## config.mk

```make
export PLATFORM = sky130hd
export DESIGN_NAME = spi_regfile
export DESIGN_NICKNAME = d
export VERILOG_FILES = /design/src/rtl/spi_regfile_pkg.sv /design/src/rtl/spi_sync_edge.sv /design/src/rtl/spi_regfile.sv
export SDC_FILE = /design/constraint.sdc
export NUM_CORES = 1
export LEC_CHECK = 0
export CELL_PAD_IN_SITES_DETAIL_PLACEMENT = 1
export CELL_PAD_IN_SITES_GLOBAL_PLACEMENT = 1
export CORE_MARGIN = 1
export CORE_UTILIZATION = 30
export DETAILED_ROUTE_END_ITERATION = 8
export PLACE_DENSITY_LB_ADDON = 0.12
export SETUP_SLACK_MARGIN = 0.05
export SYNTH_ARGS = -nofsm -noshare
export SYNTH_HDL_FRONTEND = slang
export SYNTH_SLANG_ARGS = --single-unit
```

## constraint.sdc

```tcl
create_clock -name clk -period 8.5 [get_ports clk]
set_input_delay 0.85 -clock clk [delete_from_list [all_inputs] [get_ports clk]]
set_output_delay 0.85 -clock clk [all_outputs]
set_load 0.005 [all_outputs]
```

## src/rtl/spi_regfile_pkg.sv

```systemverilog
// Shared definitions for the SPI register file: FSM encoding, header layout, frame length.
package spi_regfile_pkg;

  typedef enum logic [2:0] {
    ST_IDLE  = 3'd0,
    ST_HDR   = 3'd1,
    ST_WDATA = 3'd2,
    ST_RDATA = 3'd3,
    ST_DONE  = 3'd4
  } state_e;

  // Header bit positions in transmission order (bit 0 is sent first)
  localparam int HDR_RW_BIT  = 0;
  localparam int HDR_IMM_BIT = 1;

  function automatic int frame_len(input int addr_bits, input int reg_w);
    return 2 + addr_bits + reg_w;
  endfunction

endpackage

```

## src/rtl/spi_sync_edge.sv

```systemverilog
// SPI pin synchronisers: 3-stage SCLK with rise/fall detect, 2-stage /SS and MOSI.
module spi_sync_edge (
  input  logic clk,
  input  logic reset,
  input  logic i_sclk,
  input  logic i_ss_n,
  input  logic i_mosi,
  output logic o_sclk_rise,
  output logic o_sclk_fall,
  output logic o_ss_act,
  output logic o_mosi
);

  logic [2:0] r_sclk;
  logic [1:0] r_ss_n;
  logic [1:0] r_mosi;

  always_ff @(posedge clk) begin
    if (reset) begin
      r_sclk <= '0;
      r_ss_n <= '0;
      r_mosi <= '0;
    end else begin
      r_sclk <= {r_sclk[1:0], i_sclk};
      r_ss_n <= {r_ss_n[0], i_ss_n};
      r_mosi <= {r_mosi[0], i_mosi};
    end
  end

  // Edges compare stage 2 against stage 3 so stage 1 absorbs metastability
  assign o_sclk_rise = r_sclk[1] & ~r_sclk[2];
  assign o_sclk_fall = ~r_sclk[1] & r_sclk[2];
  assign o_ss_act    = ~r_ss_n[1];
  assign o_mosi      = r_mosi[1];

endmodule

```

## src/rtl/spi_regfile.sv

```systemverilog
// SPI-slave register file with shadow buffers, pending flags and commit strobe.
// Optional MISO readback path enabled by defining SPI_REGFILE_READBACK_EN.
module spi_regfile
  import spi_regfile_pkg::*;
#(
  parameter int NUM_REGS  = 16,
  parameter int ADDR_BITS = 4,
  parameter int REG_W     = 24,
  parameter logic [NUM_REGS*REG_W-1:0] RESET_VALS = '0
) (
  input  logic                      clk,
  input  logic                      reset,
  input  logic                      i_sclk,
  input  logic                      i_ss_n,
  input  logic                      i_mosi,
  output logic                      o_miso,
  output logic                      o_miso_oe,
  input  logic                      load_new,
  output logic [NUM_REGS*REG_W-1:0] o_regs,
  output logic [NUM_REGS-1:0]       o_pending
);

  localparam int FRAME   = frame_len(ADDR_BITS, REG_W);
  localparam int HDR_LEN = 2 + ADDR_BITS;
  localparam int CNT_W   = $clog2(FRAME + 1);
  // The rw bit is never needed once data starts, so it may fall off the top
  localparam int SH_W    = FRAME - 2;

  logic w_sclk_rise;
  logic w_ss_act;
  logic w_mosi;
`ifdef SPI_REGFILE_READBACK_EN
  logic w_sclk_fall;
`endif

  spi_sync_edge u_sync (
    .clk         (clk),
    .reset       (reset),
    .i_sclk      (i_sclk),
    .i_ss_n      (i_ss_n),
    .i_mosi      (i_mosi),
    .o_sclk_rise (w_sclk_rise),
`ifdef SPI_REGFILE_READBACK_EN
    .o_sclk_fall (w_sclk_fall),
`else
    .o_sclk_fall (),
`endif
    .o_ss_act    (w_ss_act),
    .o_mosi      (w_mosi)
  );

  logic [CNT_W-1:0]  r_cnt;
  logic [SH_W-1:0]   r_shift;
  state_e            r_state;
  state_e            w_state_nxt;
  logic              w_hdr_last;
  logic              w_frame_last;
  logic              w_hdr_rw;
  logic              w_wr_done;

  assign w_hdr_last   = w_sclk_rise && (r_cnt == CNT_W'(HDR_LEN - 1));
  assign w_frame_last = w_sclk_rise && (r_cnt == CNT_W'(FRAME - 1));
  assign w_hdr_rw     = r_shift[HDR_LEN - 2 - HDR_RW_BIT];

  always_ff @(posedge clk) begin
    if (reset || !w_ss_act) begin
      r_cnt <= '0;
    end else if (w_sclk_rise && (r_cnt != CNT_W'(FRAME))) begin
      r_cnt <= r_cnt + 1'b1;
    end
  end

  always_ff @(posedge clk) begin
    if (reset) begin
      r_shift <= '0;
    end else if (w_ss_act && w_sclk_rise && (r_cnt != CNT_W'(FRAME))) begin
      r_shift <= {r_shift[SH_W-2:0], w_mosi};
    end
  end

  always_ff @(posedge clk) begin
    if (reset) r_state <= ST_IDLE;
    else       r_state <= w_state_nxt;
  end

  always_comb begin
    w_state_nxt = r_state;
    if (!w_ss_act) begin
      w_state_nxt = ST_IDLE;
    end else begin
      case (r_state)
        ST_IDLE:  w_state_nxt = ST_HDR;
        ST_HDR: begin
          if (w_hdr_last) begin
`ifdef SPI_REGFILE_READBACK_EN
            w_state_nxt = w_hdr_rw ? ST_RDATA : ST_WDATA;
`else
            w_state_nxt = w_hdr_rw ? ST_DONE : ST_WDATA;
`endif
          end
        end
        ST_WDATA: if (w_frame_last) w_state_nxt = ST_DONE;
        ST_RDATA: if (w_frame_last) w_state_nxt = ST_DONE;
        ST_DONE:  w_state_nxt = ST_DONE;
        default:  w_state_nxt = ST_IDLE;
      endcase
    end
  end

  always_comb begin
    w_wr_done = w_ss_act && (r_state == ST_WDATA) && w_frame_last;
  end

  // Completed write is registered once, then applied on the following clk
  logic                 r_wr_done;
  logic                 r_wr_imm;
  logic [ADDR_BITS-1:0] r_wr_addr;
  logic [REG_W-1:0]     r_wr_data;

  always_ff @(posedge clk) begin
    if (reset) begin
      r_wr_done <= 1'b0;
      r_wr_imm  <= 1'b0;
      r_wr_addr <= '0;
      r_wr_data <= '0;
    end else begin
      r_wr_done <= w_wr_done;
      if (w_wr_done) begin
        r_wr_imm  <= r_shift[FRAME - 2 - HDR_IMM_BIT];
        r_wr_addr <= r_shift[REG_W-1 +: ADDR_BITS];
        r_wr_data <= {r_shift[REG_W-2:0], w_mosi};
      end
    end
  end

  logic [REG_W-1:0]    r_live [NUM_REGS];
  logic [REG_W-1:0]    r_buf  [NUM_REGS];
  logic [NUM_REGS-1:0] r_pend;

  // Write assignments follow the commit so an imm write overrides the commit,
  // and a non-imm write re-arms pending after the old buffer went live.
  always_ff @(posedge clk) begin
    if (reset) begin
      for (int i = 0; i < NUM_REGS; i++) begin
        r_live[i] <= RESET_VALS[i*REG_W +: REG_W];
        r_buf[i]  <= RESET_VALS[i*REG_W +: REG_W];
      end
      r_pend <= '0;
    end else begin
      for (int i = 0; i < NUM_REGS; i++) begin
        if (load_new && r_pend[i]) begin
          r_live[i] <= r_buf[i];
          r_pend[i] <= 1'b0;
        end
        if (r_wr_done && (r_wr_addr == ADDR_BITS'(i))) begin
          r_buf[i]  <= r_wr_data;
          r_pend[i] <= ~r_wr_imm;
          if (r_wr_imm) r_live[i] <= r_wr_data;
        end
      end
    end
  end

  for (genvar g = 0; g < NUM_REGS; g++) begin : g_out
    assign o_regs[g*REG_W +: REG_W] = r_live[g];
  end
  assign o_pending = r_pend;

`ifdef SPI_REGFILE_READBACK_EN
  logic [ADDR_BITS-1:0] w_hdr_addr;
  logic [REG_W-1:0]     w_rd_val;
  logic [REG_W-1:0]     r_rd_sh;
  logic                 w_rd_load;
  logic                 w_rd_shift;
  logic                 w_miso_oe;

  assign w_hdr_addr = ADDR_BITS'({r_shift, w_mosi});

  always_comb begin
    w_rd_val = '0;
    for (int i = 0; i < NUM_REGS; i++) begin
      if (w_hdr_addr == ADDR_BITS'(i)) w_rd_val = r_live[i];
    end
  end

  // The fall right after the header must not shift: the MSB is sampled at the next rise
  always_comb begin
    w_rd_load  = w_ss_act && (r_state == ST_HDR) && w_hdr_last && w_hdr_rw;
    w_rd_shift = (r_state == ST_RDATA) && w_sclk_fall && (r_cnt > CNT_W'(HDR_LEN));
    w_miso_oe  = (r_state == ST_RDATA) && w_ss_act;
  end

  always_ff @(posedge clk) begin
    if (reset)           r_rd_sh <= '0;
    else if (w_rd_load)  r_rd_sh <= w_rd_val;
    else if (w_rd_shift) r_rd_sh <= {r_rd_sh[REG_W-2:0], 1'b0};
  end

  assign o_miso    = w_miso_oe & r_rd_sh[REG_W-1];
  assign o_miso_oe = w_miso_oe;
`else
  assign o_miso    = 1'b0;
  assign o_miso_oe = 1'b0;
`endif

endmodule

```

==> key figures <==
Floorplan
  • Die W: 343 um
  • Core area: 0.115 mm^2
  • Die height: 343 um
  • Starting Density: a little under a third
  • Site row count: 124
  • Die area: about 0.12 mm^2
  • Number of I/O pins: 408

Place
  • PortBufs: 405
  • Inst Count DP: 4354
  • GPL Wtd Cong: 0.805
  • Final HPWL DP: 84500 um

Job
  • Max-cap violations: 0

Timing
  • RSZ-0062 raised after global routing: no
  • Final setup viols: 0
  • Clk_skew: approximately 0.025 ns
  • Upper clock frequency limit: 0.256 GHz
  • Slew Limit Fails: 0
  • Fin crit period: 3.91 ns
  • Hold Fails Final Rpt: 0
  • Slew HR: 12.3%
  • Fin crit share: 46.0%
  • Setup TNS: 0 ns
  • Least-Margin Pin Slew: 1.32 ns

Global routing
  • Number of antenna violations at the first check in global routing: 6
  • Largest net degree at the start of global routing: 102
  • Vias in the first global route: 23.3k
  • GRT Util Overall: approximately a fifth
  • First-pass GRT wire length: 172000 um
  • Grt ovf: 0

Setup path
  • Critical Path RT: 8.79 ns
  • Crit Path Max Fanout: 28
  • R2r setup slk: 4.59 ns
  • CP Capture Type: flip-flop
  • CP arrival: roughly 4.2 ns
  • CP startpoint kind: flip-flop
  • Crit path kind: reg -> reg

Synth
  • Register area share after synthesis: between 70% and 80%
  • Number of enable flip-flop cells after synthesis: 768
  • Fraction of registers with async set or reset after synthesis: 0%
  • Yosys reg bits: 857
  • Synthesized cell area: 0.0349 mm^2
  • Syn Area/Cell: 13.2 um^2
  • Yosys cell types: 53
  • Main synth FF type: edfxtp_1
  • Syn. warnings: 0
  • Cells after Synth: 2634

Clock tree
  • Post-CTS sizing: 0
  • CTS tree: yes
  • Num CTS Buffers: 96
  • Hold_buf cts: 0
  • Clock buffer depth: 3
  • Setup bufs post-CTS: 0
  • Worst skew pair latency: between 0.6 and 0.7 ns
  • Clock root cell: clkbuf_16
  • Clk slew on worst S/H paths: 0.06 ns
  • H-Tree Depth: 3
  • Clk sink count: 857

Pwr
  • Gate power share: 3.7%
  • NetSw: 2.00 mW
  • Seq pwr share: roughly 52%
  • Cell-internal power: 7.39 mW
  • PD cells: 217 mW/mm^2
  • Worst vdd ir: 0.149 mV
  • Sw Ratio: 21.3%
  • Clock network power share: 44.6%
  • P_leak: 13.8 nW

Routing
  • Post-route ant nets: 0
  • Drt drc: 0
  • Total wire length: 122000 um
  • Drt pass-1 iters: 5
  • WL/cell: roughly 27 um
  • Vias per cell: 4.96
  • Via count: 22.5k
  • Iter 0 DRT Violations: about 1.8k

Layout
  • Proportion of layout cells with a drive suffix above 1: under 10%
  • Fill cells: 11.9k
  • Commonest cells after routing, fill and taps aside: 768 x edfxtp_1, 404 x clkdlybuf4s50_1, 297 x mux2i_1, 251 x nand2_1, 243 x nor2_1
  • Synth-to-layout area growth: 24.3%
  • Non-Filler Instances: between 4k and 5k
  • Nets@finish: 2950
  • N_diodes: 0
  • Most common cell after layout, fill and taps aside: edfxtp_1

Outcome
  • Status: completed

Min path
  • Worst hold path type: reg -> reg
[cells by family (layout without fill, tap and decap cells)]
family / count (synthesis) / after routing / share of synthesized area (%)
AND/OR/NAND/NOR: 813 / 813 / 11.0
other: 1 / 2 / 0.0108
multiplexers: 297 / 297 / 8.52
buffers and inverters: 298 / 682 / 3.67
flip-flops: 857 / 857 / 71.2
adder cells (fa/ha/maj): 3 / 3 / 0.108
AO/OA/AOI/OAI: 365 / 365 / 5.47
[sequential cells by signal (all words and copies together) (netlist names)]
register       cells
u_sync.r_ss_n      2
r_buf            384
u_sync.r_sclk      3
u_sync.r_mosi      2
r_wr_data         24
r_wr_addr          4
r_live           384
r_shift           28
r_state            3
r_wr_done          1
o_pending         16
r_wr_imm           1
r_cnt              5
[cell type report]
cell class	instances	area, um^2	share of cell area [%]
flip-flops and latches	857	24800	57.3
multi-input cells	1480	8830	20.4
repair buffers	455	4450	10.3
clock buffers	129	2650	6.11
well taps	1512	1890	4.36
clock inverters	47	505	1.17
inverters	51	191	0.441
[through the flow]
stage               worst slack [ns]  utilization (%)  instance area (um^2)  power [mW]  hold slack (ns)
CTS                             4.58             37.7                 43300        9.50            0.455
floorplan                       5.14                -                 34900        5.01            0.414
global placement                4.30             35.0                 40200        5.29            0.421
finish                          4.59             37.8                 43400        9.39            0.450
global route                    4.36             37.8                 43400        9.66            0.462
detailed placement              4.23             35.0                 40200        5.29            0.443
[cell usage after synthesis (21+ instances only)]
master,count,area (um^2)
edfxtp_1,768,23100
mux2i_1,297,2970
nand2_1,251,942
nor2_1,244,916
clkbuf_1,192,721
a21oi_1,171,856
o21ai_0,169,846
nand3_1,149,746
dfxtp_1,89,1780
nand2b_1,73,457
inv_1,27,101
nor2b_1,27,169
clkinv_1,24,90.1
or3_1,21,131
[per-layer routing]
metal  vias up  routed length (um)  global-route usage (%)
met1     11500               53300                    27.9
met4         0                2190                    4.72
met3       123                7330                    2.95
met5         -                   0                       0
li1      10100                   -                       -
met2       744               59000                    33.9
[worst max-delay path, cell delays in order, from the launching register on]
cell      delay [ns]
dfxtp_1         0.99
nand2b_1        0.79
nor3_4          0.31
buf_4           0.46
a211o_1         0.96
[power by group through the flow]
| stage | clock [mW] | sequential (mW) | combinational [mW] |
|---|---|---|---|
| final | 4.19 | 4.85 | 0.350 |
| after global routing | 4.42 | 4.87 | 0.377 |
| after CTS | 4.28 | 4.86 | 0.356 |
| after detailed placement | 0 | 4.94 | 0.354 |
| after global placement | 0 | 4.94 | 0.347 |
| after floorplan | 0 | 4.89 | 0.117 |
[worst paths after layout]
check / cells after the start / end / startpoint
setup reg to reg: 4 / r_live[1][31]$_DFFE_PP_ / r_wr_imm$_SDFFE_PP0P_
hold / removal: 1 / u_sync.r_sclk[1]$_SDFF_PP0_ / u_sync.r_sclk[0]$_SDFF_PP0_
hold reg to reg: 1 / u_sync.r_sclk[1]$_SDFF_PP0_ / u_sync.r_sclk[0]$_SDFF_PP0_
setup / recovery: 4 / r_live[1][31]$_DFFE_PP_ / r_wr_imm$_SDFFE_PP0P_
No activity file was read; power rests on OpenSTA's default activity.
